--- src/rtl/seq_stage_ctrl.sv ---
// Multi-cycle sequencer for the Y86 SEQ datapath: walks FETCH..PCUPD per instruction,
// handshakes with data memory, and tracks the Y86 status code plus cycle/instruction counts.
module seq_stage_ctrl #(
  parameter int unsigned MEM_TIMEOUT = 15,
  parameter int unsigned CNT_W       = 32
) (
  input  logic             clk,
  input  logic             rst,
  input  logic             start,
  input  logic [3:0]       icode,
  input  logic             imem_error,
  input  logic             instr_valid,
  input  logic             dmem_error,
  input  logic             mem_ready,
  output logic             fetch_en,
  output logic             decode_en,
  output logic             execute_en,
  output logic             memory_en,
  output logic             wb_en,
  output logic             pc_en,
  output logic             mem_req,
  output logic [2:0]       stat,
  output logic             busy,
  output logic [CNT_W-1:0] cycle_cnt,
  output logic [CNT_W-1:0] instr_cnt
);

  typedef enum logic [3:0] {
    S_IDLE, S_FETCH, S_DECODE, S_EXECUTE, S_MEMORY, S_WB, S_PCUPD, S_HALT, S_ERR
  } state_t;

  localparam logic [2:0] STAT_AOK = 3'd1;
  localparam logic [2:0] STAT_HLT = 3'd2;
  localparam logic [2:0] STAT_ADR = 3'd3;
  localparam logic [2:0] STAT_INS = 3'd4;
  localparam int unsigned WW = $clog2(MEM_TIMEOUT + 1);

  state_t          state_q, state_d;
  logic [2:0]      stat_q, stat_d;
  logic [3:0]      icode_q, icode_d;
  logic [WW-1:0]   wait_q, wait_d;
  logic            clr_cnt, retire, mem_icode;

  assign mem_icode = icode_q inside {4'h4, 4'h5, 4'h8, 4'h9, 4'hA, 4'hB};

  always_comb begin
    state_d = state_q;
    stat_d  = stat_q;
    icode_d = icode_q;
    wait_d  = wait_q;
    clr_cnt = 1'b0;
    retire  = 1'b0;
    case (state_q)
      S_IDLE: if (start) begin
        state_d = S_FETCH;
        stat_d  = STAT_AOK;
        clr_cnt = 1'b1;
      end
      S_FETCH: begin
        icode_d = icode;
        if (imem_error) begin
          state_d = S_ERR;
          stat_d  = STAT_ADR;
        end else if (!instr_valid || icode > 4'hB) begin
          state_d = S_ERR;
          stat_d  = STAT_INS;
        end else if (icode == 4'h0) begin
          state_d = S_HALT;
          stat_d  = STAT_HLT;
        end else begin
          state_d = S_DECODE;
        end
      end
      S_DECODE:  state_d = S_EXECUTE;
      S_EXECUTE: begin
        wait_d  = '0;
        state_d = mem_icode ? S_MEMORY : S_WB;
      end
      // Ready outranks timeout, so a response in the last allowed cycle is taken.
      S_MEMORY: begin
        if (mem_ready) begin
          if (dmem_error) begin
            state_d = S_ERR;
            stat_d  = STAT_ADR;
          end else begin
            state_d = S_WB;
          end
        end else if (wait_q == WW'(MEM_TIMEOUT - 1)) begin
          state_d = S_ERR;
          stat_d  = STAT_ADR;
        end else begin
          wait_d = wait_q + WW'(1);
        end
      end
      S_WB:    state_d = S_PCUPD;
      S_PCUPD: begin
        retire  = 1'b1;
        state_d = S_FETCH;
      end
      S_HALT, S_ERR: state_d = state_q;
      default: state_d = S_IDLE;
    endcase
  end

  always_ff @(posedge clk) begin
    if (rst) begin
      state_q   <= S_IDLE;
      stat_q    <= STAT_AOK;
      icode_q   <= '0;
      wait_q    <= '0;
      cycle_cnt <= '0;
      instr_cnt <= '0;
    end else begin
      state_q <= state_d;
      stat_q  <= stat_d;
      icode_q <= icode_d;
      wait_q  <= wait_d;
      if (clr_cnt) begin
        cycle_cnt <= '0;
        instr_cnt <= '0;
      end else begin
        if (busy && cycle_cnt != '1) cycle_cnt <= cycle_cnt + CNT_W'(1);
        if (retire && instr_cnt != '1) instr_cnt <= instr_cnt + CNT_W'(1);
      end
    end
  end

  assign fetch_en   = (state_q == S_FETCH);
  assign decode_en  = (state_q == S_DECODE);
  assign execute_en = (state_q == S_EXECUTE);
  assign memory_en  = (state_q == S_MEMORY);
  assign wb_en      = (state_q == S_WB);
  assign pc_en      = (state_q == S_PCUPD);
  assign mem_req    = (state_q == S_MEMORY);
  assign busy       = fetch_en | decode_en | execute_en | memory_en | wb_en | pc_en;
  assign stat       = stat_q;

endmodule
--- config.mk ---
export PLATFORM = sky130hd
export DESIGN_NAME = seq_stage_ctrl
export DESIGN_NICKNAME = d
export VERILOG_FILES = /design/src/rtl/seq_stage_ctrl.sv
export SDC_FILE = /design/constraint.sdc
export NUM_CORES = 1
export LEC_CHECK = 0
export CELL_PAD_IN_SITES_DETAIL_PLACEMENT = 1
export CELL_PAD_IN_SITES_GLOBAL_PLACEMENT = 1
export CORE_MARGIN = 2
export CORE_UTILIZATION = 35
export CTS_CLUSTER_DIAMETER = 200
export DETAILED_ROUTE_END_ITERATION = 8
export GPL_TIMING_DRIVEN = 1
export PLACE_DENSITY_LB_ADDON = 0.1
export SLEW_MARGIN = 15
export SYNTH_ARGS = -nofsm -noshare
export SYNTH_HDL_FRONTEND = slang
export SYNTH_SLANG_ARGS = --single-unit
--- constraint.sdc ---
create_clock -name clk -period 2.76 [get_ports clk]
set_input_delay 0.276 -clock clk [delete_from_list [all_inputs] [get_ports clk]]
set_output_delay 0.276 -clock clk [all_outputs]
set_load 0.01 [all_outputs]
==> flow_summary.yaml <==
clock_network:
  hold_buffers: 0
  cts_setup_buffers: 0
  clk_path_buf_depth: 2
  cts_buffers: 9
  cts_resized: 0
  cts.sinks: 78
  htree_levels: 3
  clock_latency_ns: 0.34
  cts_root_buf: "clkbuf_16"
  path_clk_slew_ns: 0.06
  cts_tree: "yes"
flow_run:
  max_cap_viol_count: 0
synthesis:
  synth_fp_nets: 528
  synth_area_sq_mm: 0.00419
  syn_avg_cell_area_sq_um: 8.16
  synth_area_leaders: "dfxtp_1 (37%), a21oi_1 (5.9%), nand2_1 (4.4%)"
  yosys_warnings: 0
  synth_seq_area_share_pct: 37.3
  ys.flop_type: "dfxtp_1"
  synth_cell_types: 58
  syn-instance-count: 513
  ys_ff_latch: 78
  synth_top_area_cell: "dfxtp_1"
  synth_edf_count: 0
  async_flop_share_pct: 0
  synth_top_area_share_pct: 37.3
critical_path:
  worstReg2RegEnd: "instr_cnt[24]"
  required_ns: 2.48
  worst_r2r_startpoint: "instr_cnt[0]"
  start_kind: "flip-flop"
  cpMaxStageDelayCell: "or4b_2"
  reg2reg_setup_slack_ns: 0.30
  crit_path_max_fanout: 14
  endpoint_kind: "output port"
  path_cells: "or4b_2 > inv_1 > clkdlybuf4s50_1"
  critical-path-max-stage-delay_ns: 0.72
  worstPathArrival_ns: 2.36
  critical_path_class: "reg2out"
  r2r_cells: 7
grt:
  grt-ovfl-total: 0
  grt_util_all_layers_pct: 20.4
  grt_antenna_before_repair: 0
  grt_max_degree: 37
  first_global_vias: 4360
  grt_pass1_wl_mm: 21.4
route:
  routed_wl_mm: 12.8
  route.detailed.drc: 0
  routed_via_density: 5.84
  wl_per_cell_um: 17.2
  num_vias: 4352
  antenna_left: 0
  dr.pass1.iters: 4
  drtIter0Drc: 247
power:
  switching_share_pct: 27.9
  p_total_mw: 2.63
  switchingPower_mw: 0.732
  seqPwrFrac_pct: 44.7
  power.density_mw_per_mm2: 478
  power.internal_mw: 1.89
  p_leak_nw: 1.77
  pwr-share-clk_pct: 41.9
  p_comb_share_pct: 13.4
  irDropWorstVdd_mv: 0.310
place:
  port_buffers: 85
  place_hpwl_mm: 9.13
  gp_congestion: 0.790
timing:
  fin_skew_ns: 0.00770
  worst_slew_pin_slew_ns: 0.616
  slew_headroom_pct: 58.8
  fin_crit_sh_pct: 95.5
  hold_viol: 0
  maxSlewViolCount: 0
  setup_viol: 0
  rsz0062_at_grt: "false"
  fin_tns_setup_ns: 0
  fmax_ghz: 0.379
  period_minus_slack_ns: 2.64
floorplan:
  die_area_sq_mm: 0.0129
  io_pins: 86
  die_h_um: 113
  die_x_um: 113
  coreArea_sq_mm: 0.0116
  row_count: 39
  start_util_pct: 36.2
layout:
  drive_gt1_share_pct: 8.97
  area_growth_pct: 31.1
  fin_util_pct: 47.5
  num_antenna_cells: 0
  n_fill_cell: 1372
  nNetsFinal: 612
worst_hold_path:
  holdPathStages: 2
  hold_end: "icode_q[1]"
  worstHoldPathType: "reg2reg"
  min_from: "icode_q[1]"
outcome:
  outcome: "completed"
-- worst max-delay path: cells and delay by family, from the launching register on --
family,cells,cell delay [ns]
DFF,1,0.56
and+or+nand+nor,1,0.72
buffers and inverters,2,0.73
-- how the worst max path moves through the flow --
stage	startpoint	end	slack, ns	cells past startpoint
global placement	instr_cnt[0]	instr_cnt[24]	0.45	7
detailed placement	instr_cnt[0]	instr_cnt[24]	0.35	7
global route	state_q[2]	mem_req	0.005	3
CTS	state_q[2]	mem_req	0.13	3
finish	state_q[2]	mem_req	0.12	3
floorplan	instr_cnt[0]	instr_cnt[24]	0.43	7
-- metrics by stage --
step | instances | cell area [sq um] | worst slack (ns) | hold WS (ns)
2_1_floorplan | 513 | 4190 | 0.426 | 0.412
3_3_place_gp | 729 | 5220 | 0.450 | 0.458
5_1_grt | 745 | 5490 | 0.00478 | 0.495
3_5_place_dp | 729 | 5220 | 0.346 | 0.459
4_1_cts | 745 | 5490 | 0.127 | 0.467
6_report | 745 | 5490 | 0.124 | 0.464
-- cells in the final DEF, fill, tap and decap left out, types with 4 or more instances in the layout --
| cell type | Yosys | final |
|---|---|---|
| or4_1 | 24 | 24 |
| buf_4 | 5 | 14 |
| o21ai_0 | 20 | 20 |
| nor3_1 | 7 | 7 |
| and4_1 | 7 | 7 |
| clkdlybuf4s50_1 | 0 | 85 |
| nor4_1 | 10 | 10 |
| nor2_1 | 29 | 29 |
| o311ai_0 | 7 | 7 |
| inv_1 | 16 | 16 |
| clkbuf_16 | 0 | 9 |
| and3_1 | 11 | 11 |
| nor2b_1 | 5 | 5 |
| a31o_2 | 6 | 6 |
| or3_1 | 23 | 23 |
| ha_1 | 4 | 4 |
| o31ai_1 | 19 | 19 |
| nand2b_1 | 8 | 8 |
| a21oi_1 | 49 | 48 |
| clkinv_2 | 0 | 4 |
| mux2i_1 | 4 | 4 |
| nand3_1 | 24 | 24 |
| a21oi_2 | 3 | 4 |
| o21ai_1 | 7 | 7 |
| dfxtp_1 | 78 | 78 |
| xor2_1 | 5 | 5 |
| nand2_1 | 49 | 49 |
| o41ai_1 | 7 | 7 |
| nand4_1 | 21 | 21 |
-- area by class of cell --
type                       count  area [sq um]  share of cell area [%]
multi-input combinational    391          2430                    44.2
sequential                    78          1560                    28.4
timing repair buffer         101           996                    18.1
clock buffer                  10           229                    4.17
tap                          143           179                    3.26
inverter                      16          60.1                    1.09
clock inverter                 6          36.3                   0.661
-- routing by layer --
layer | global-route usage [%] | wire, um
met2 | 35.4 | 6230
met5 | 0 | 0
met4 | 6.26 | 172
met1 | 25.2 | 6020
met3 | 4.73 | 394
-- cell usage after synthesis, drive strengths merged (2+ instances only) --
master	number
a21oi	52
or4	25
o31ai	20
nand4	23
o311ai	8
buf	12
nand4b	2
xnor2	2
and4	7
mux2i	4
a31oi	3
nor3	8
clkbuf	16
o21a	3
ha	4
a21o	2
o31a	3
o211ai	2
nand2b	8
nor2	29
and3	11
or4b	3
a31o	6
nor2b	5
nand2	49
nand3	24
o21ai	27
nor4	11
inv	16
o41ai	7
xor2	5
or3	23
dfxtp	78
or2	3
-- registers in the layout (all words and copies together), names as in the netlist --
register	cells
cycle_cnt	32
state_q	4
icode_q	3
stat	3
wait_q	4
instr_cnt	32
-- kinds of logic after synthesis --
logic type | count (synthesis) | synth area share (%)
AOI/OAI and AO/OA | 140 | 22.0
buffers and inverters | 44 | 4.87
adders and majority gates | 4 | 1.20
muxes | 5 | 1.22
DFF | 78 | 37.3
and+or+nand+nor | 235 | 31.9
xor gates and xnor gates | 7 | 1.46
-- power by group through the flow --
stage | Sequential [mW] | Combinational, mW | Clock, mW
4_1_cts | 1.17 | 0.358 | 1.13
5_1_grt | 1.18 | 0.385 | 1.17
3_3_place_gp | 1.20 | 0.348 | 0
2_1_floorplan | 1.19 | 0.241 | 0
6_report | 1.17 | 0.352 | 1.10
3_5_place_dp | 1.20 | 0.357 | 0
Note: power is estimated with default switching activity, not from simulation.
